## src/rtl/fifo_burst_reader_pkg.sv

```systemverilog
// Shared types for the FIFO burst reader.
// Optional abort feature: FIFO_BURST_READER_ABORT_EN.
package fifo_burst_reader_pkg;

  typedef enum logic [1:0] {
    IDLE,
    RUN,
    DONE
  } state_t;

  localparam int SKID_DEPTH = 2;

  typedef logic [1:0] occ_t;

endpackage

```

## src/rtl/fifo_burst_skid.sv

```systemverilog
// Two-entry output buffer between FIFO read data and stream.
// Head entry drives the stream; tail absorbs one extra word.
module fifo_burst_skid
  import fifo_burst_reader_pkg::*;
#(
  parameter int DATA_WIDTH = 8
) (
  input  logic                  clk,
  input  logic                  rst_n,
  input  logic                  push,
  input  logic [DATA_WIDTH-1:0] din,
  input  logic                  pop,
  input  logic                  flush,
  output occ_t                  occ,
  output logic                  valid,
  output logic [DATA_WIDTH-1:0] dout
);

  logic [DATA_WIDTH-1:0] head;
  logic [DATA_WIDTH-1:0] tail;

  always_ff @(posedge clk or negedge rst_n) begin
    if (!rst_n) begin
      occ  <= '0;
      head <= '0;
      tail <= '0;
    end else if (flush) begin
      occ <= '0;
    end else begin
      case ({push, pop})
        2'b10: begin
          if (occ == 2'd0) head <= din;
          else             tail <= din;
          occ <= occ + 2'd1;
        end
        2'b01: begin
          head <= tail;
          occ  <= occ - 2'd1;
        end
        2'b11: begin
          // occupancy holds; shift and refill
          if (occ == 2'd1) begin
            head <= din;
          end else begin
            head <= tail;
            tail <= din;
          end
        end
        default: ;
      endcase
    end
  end

  assign valid = (occ != 2'd0);
  assign dout  = head;

endmodule

```

## src/rtl/fifo_burst_reader.sv

```systemverilog
// Pops burst_len words from a 1-cycle-latency FIFO onto a stream.
// Define FIFO_BURST_READER_ABORT_EN to add abort/aborted ports.
module fifo_burst_reader
  import fifo_burst_reader_pkg::*;
#(
  parameter int DATA_WIDTH = 8,
  parameter int LEN_WIDTH  = 8
) (
  input  logic                  clk,
  input  logic                  rst_n,
  input  logic                  start,
  input  logic [LEN_WIDTH-1:0]  burst_len,
  output logic                  busy,
  output logic                  done,
`ifdef FIFO_BURST_READER_ABORT_EN
  input  logic                  abort,
  output logic                  aborted,
`endif
  input  logic                  fifo_empty,
  output logic                  fifo_r_en,
  input  logic [DATA_WIDTH-1:0] fifo_data_out,
  output logic                  m_valid,
  input  logic                  m_ready,
  output logic [DATA_WIDTH-1:0] m_data
);

  state_t               state;
  logic [LEN_WIDTH-1:0] len;
  logic [LEN_WIDTH-1:0] issued;
  logic [LEN_WIDTH-1:0] sent;
  logic                 inflight;
  logic                 hs;
  logic                 abort_run;
  logic                 push;
  logic [2:0]           load;
  occ_t                 occ;

`ifdef FIFO_BURST_READER_ABORT_EN
  logic aborted_q;
  assign abort_run = abort && (state == RUN);
  assign aborted   = aborted_q;
`else
  assign abort_run = 1'b0;
`endif

  assign hs   = m_valid && m_ready;
  // words that will sit in the buffer after this edge
  assign load = {1'b0, occ} + {2'b0, inflight} - {2'b0, hs};
  assign push = inflight && (state == RUN);

  assign fifo_r_en = (state == RUN) && !fifo_empty
                  && (issued < len)
                  && (load < 3'(SKID_DEPTH))
                  && !abort_run;

  always_ff @(posedge clk or negedge rst_n) begin
    if (!rst_n) begin
      state    <= IDLE;
      len      <= '0;
      issued   <= '0;
      sent     <= '0;
      inflight <= 1'b0;
`ifdef FIFO_BURST_READER_ABORT_EN
      aborted_q <= 1'b0;
`endif
    end else begin
      inflight <= fifo_r_en;
      unique case (state)
        IDLE: begin
          if (start) begin
            len    <= burst_len;
            issued <= '0;
            sent   <= '0;
            state  <= (burst_len == '0) ? DONE : RUN;
          end
        end
        RUN: begin
          if (fifo_r_en) issued <= issued + 1'b1;
          if (hs)        sent   <= sent + 1'b1;
          if (abort_run) begin
            state <= DONE;
`ifdef FIFO_BURST_READER_ABORT_EN
            aborted_q <= 1'b1;
`endif
          end else if (hs && (LEN_WIDTH'(sent + 1'b1) == len)) begin
            state <= DONE;
          end
        end
        DONE: begin
          state <= IDLE;
`ifdef FIFO_BURST_READER_ABORT_EN
          aborted_q <= 1'b0;
`endif
        end
        default: state <= IDLE;
      endcase
    end
  end

  assign busy = (state != IDLE);
  assign done = (state == DONE);

  fifo_burst_skid #(
    .DATA_WIDTH (DATA_WIDTH)
  ) u_skid (
    .clk   (clk),
    .rst_n (rst_n),
    .push  (push),
    .din   (fifo_data_out),
    .pop   (hs),
    .flush (abort_run),
    .occ   (occ),
    .valid (m_valid),
    .dout  (m_data)
  );

endmodule

```

## config.mk

```make
export PLATFORM = sky130hd
export DESIGN_NAME = fifo_burst_reader
export DESIGN_NICKNAME = d
export VERILOG_FILES = /design/src/rtl/fifo_burst_reader_pkg.sv /design/src/rtl/fifo_burst_skid.sv /design/src/rtl/fifo_burst_reader.sv
export SDC_FILE = /design/constraint.sdc
export NUM_CORES = 1
export LEC_CHECK = 0
export BUFFER_PORTS_ARGS = -buffer_cell sky130_fd_sc_hd__buf_4
export CORE_MARGIN = 1
export CORE_UTILIZATION = 50
export DETAILED_ROUTE_END_ITERATION = 7
export GPL_ROUTABILITY_DRIVEN = 0
export MAX_ROUTING_LAYER = met4
export PLACE_DENSITY_LB_ADDON = 0.12
export SETUP_SLACK_MARGIN = 0.02
export SKIP_LAST_GASP = 1
export SLEW_MARGIN = 20
export SYNTH_ARGS = -nofsm -noshare
export SYNTH_HDL_FRONTEND = slang
export SYNTH_SLANG_ARGS = --single-unit
```

## constraint.sdc

```tcl
create_clock -name clk -period 4.7 [get_ports clk]
set_input_delay 0 -clock clk [delete_from_list [all_inputs] [get_ports clk]]
set_output_delay 0 -clock clk [all_outputs]
set_load 0.05 [all_outputs]
```

==> run summary <==
Die footprint -> 5340 um2
Clock Tree Buf Depth -> 2
DRC Markers -> 0
Routed WL per cell -> 13.5 um
I/O Buffers -> 32
CP arrival -> 3.46 ns
CP Data Required Time -> 4.70 ns
# Max-Cap Violations -> 0
Antenna-violating nets left -> 0
Status -> completed
Via count -> 2006
DR pass1 iterations -> 5
Lkg Pwr -> 0.00139 uW
Minimum clock period after layout -> 3.46 ns
WS Path Type -> reg2out
Final Hold Fails -> 0
Critical Path Sink Type -> output pin
Top FF cell, synth -> dfrtp_1
H-tree depth -> 2
Peak supply drop -> 0.391 mV
EDFF count, synth -> 0
Final period util -> 73.7%
Worst Setup Start Kind -> flip-flop
Total GRT Usage -> 22.3%
Diode count -> 0
Post-synthesis average cell area -> 9.61 um2
Pin count of the biggest net entering global routing -> 46
Slew margin rel. -> 33.8%
Final setup skew -> 0.00644 ns
Hold Crit Class -> in2reg
WL final -> 5.17 mm
Sw Ratio -> 45.6%
1st-iter DRT viols -> 92
Layout cells sized above 1 -> 17.1%
P&R area growth vs syn -> 22.3%
Cell Rows -> 25
R2R Path Start -> u_skid.occ[1]
Power Density -> 607 nW/um2
Clk pwr share -> 13.1%
Sequential share of power -> 34.4%
Ys async rst share -> 100%
IO Pins -> 33
Initial antenna violation count -> 0
FF-to-FF setup slack -> 1.51 ns
Nets@finish -> 350
Clock latency on the worst-skew pair -> 0.30 ns
Gate power share -> 52.5%
# hold bufs at CTS -> 17
Unrepaired setup endpoints after global routing -> no
Post-Syn Nets -> 299
CTS Sinks -> 45
Vias in the first global route -> 1936
Sum Neg Setup Slack -> 0 ns
Worst path slowest cell -> fa_1
Starting density of the core -> 52.8%
Reg clk slew, reported paths -> 0.09 ns
Worst-Margin Slew -> 0.986 ns
Critical path peak fanout -> 7
DP HPWL -> 3.69 mm
Synthesized cell area -> 2530 um2
Critical path cell sequence -> inv_1 -> ha_1 -> nand2b_1 -> nor2_1 -> o21ai_1 -> fa_1 -> or3b_4 -> a2111oi_4 -> a21boi_2 -> buf_4
Die width -> 73.1 um
Placed cell count -> 357
Cell-internal power -> 1020 uW
Max incr delay on CP -> 0.48 ns
Endpoints failing setup -> 0
Root buf cell -> clkbuf_8
Mapped Cells -> 263
Sw Pwr -> 855 uW
Worst reg2reg endpoint -> issued[1]
FF+latch count, synth -> 45
Seq/Total Area, Yosys -> 44.6%
Yosys warns -> 0
Post CTS Setup Buffer Count -> 0
Non-filler cells, final -> 382
Yosys cell types -> 45
Resize count post-CTS -> 0
First-pass GRT wire length -> 8.86 mm
Placeable Area -> 4790 um2
Hold Path Stages -> 4
R2R depth -> 10
WHS Endpoint -> inflight
Num CTS Buffers -> 5
Filler Cells Inserted -> 398
Total grt overflow -> 0
Die H -> 73.1 um
Slew Viols, Final -> 0
Hold path startpoint -> fifo_empty
Fmax -> 0.289 GHz
CTS tree -> yes
Vias per Instance -> 5.25
## kinds of logic (layout without fill, tap and decap cells)
group / after synthesis / count (layout) / synth area share (%)
buf+inv: 21 / 73 / 3.22
mux: 15 / 15 / 6.34
flops: 45 / 45 / 44.6
xor+xnor: 14 / 14 / 4.85
fa+ha+maj: 15 / 15 / 7.73
compound gates: 65 / 65 / 17.0
simple gates: 88 / 88 / 16.3
## layout make-up
class                   instances  area, um2  share of cell area, %
multi-input cells             197       1320                   42.7
clock buffers                   5       68.8                   2.23
repair buffers                 49        410                   13.3
inverters                      16       60.1                   1.94
well taps                      67       83.8                   2.71
clock inverters                 3       21.3                  0.689
flip-flops and latches         45       1130                   36.5
## registers in the layout, summed over array words and instances (netlist names)
name	flops
inflight	1
issued	8
len	8
sent	8
state	2
u_skid.dout	8
u_skid.occ	2
u_skid.tail	8
## metrics by stage
stage	area, um2	power (uW)	utilization [%]	setup slack (ns)	hold WS (ns)
final	3090	1880	64.5	1.24	0.176
after global routing	3090	2020	64.5	1.05	0.183
after CTS	3090	1890	64.5	1.20	0.172
after detailed placement	2830	1630	59.1	1.51	0.0368
after global placement	2830	1610	59.1	1.60	0.0392
after floorplan	2530	1390	-	1.38	-0.296
## metal layers
layer / routed length, um / vias to the layer above / track usage [%]
li1: - / 1025 / -
met1: 2480 / 940 / 30.8
met2: 2430 / 32 / 32.1
met3: 192 / 9 / 4.83
met4: 63 / 0 / 8.28
met5: 0 / - / -
## Yosys cell counts, types with 2 or more instances
cell / number / share of area, %
clkbuf_1: 2 / 0.30
a22oi_1: 8 / 2.4
buf_2: 2 / 0.40
nand2_1: 37 / 5.5
nor2_1: 19 / 2.8
xor2_1: 4 / 1.4
dfrtp_1: 45 / 45
nand2b_1: 7 / 1.7
ha_1: 14 / 6.9
o21ai_0: 2 / 0.40
xnor2_1: 10 / 3.5
o31ai_1: 2 / 0.59
and3_1: 3 / 0.74
mux2_2: 8 / 3.6
mux2i_1: 7 / 2.8
inv_1: 15 / 2.2
nand4_1: 6 / 1.5
or2_1: 2 / 0.50
o21ai_1: 20 / 4.0
nand3_1: 3 / 0.59
a21oi_1: 21 / 4.2
nor4_1: 3 / 0.74
## power by group through the flow
stage | sequential [uW] | clock, uW | combinational (uW)
after global placement | 650 | 0 | 960
after global routing | 666 | 271 | 1090
after detailed placement | 654 | 0 | 978
final | 644 | 246 | 985
after CTS | 645 | 255 | 994
after floorplan | 754 | 0 | 632
## worst max-delay path: cells and delay by family, from the launching register on
kind	cells	cell delay, ns
buf+inv	2	0.33
compound gates	3	0.86
fa+ha+maj	2	0.69
flops	1	0.43
simple gates	3	0.84
## placed cells by master, fill, tap and decap left out, types with 2 or more instances in the layout
master	n
a21oi_1	21
a22oi_1	8
and3_1	3
buf_4	32
clkbuf_8	5
dfrtp_1	45
dlygate4sd3_1	17
ha_1	14
inv_1	15
mux2_2	8
mux2i_1	7
nand2_1	37
nand2b_1	7
nand3_1	3
nand4_1	6
nor2_1	19
nor4_1	3
o21ai_0	2
o21ai_1	20
o31ai_1	2
or2_1	2
xnor2_1	10
xor2_1	4
## how the worst max path moves through the flow
stage / start / endpoint / cells past startpoint
global placement: u_skid.occ[1] / issued[0] / 10
CTS: u_skid.occ[0] / fifo_r_en / 10
detailed placement: u_skid.occ[0] / issued[1] / 10
floorplan: u_skid.occ[1] / issued[0] / 10
finish: u_skid.occ[1] / fifo_r_en / 10
global route: u_skid.occ[0] / fifo_r_en / 10
Note: power is estimated with default switching activity, not from simulation.
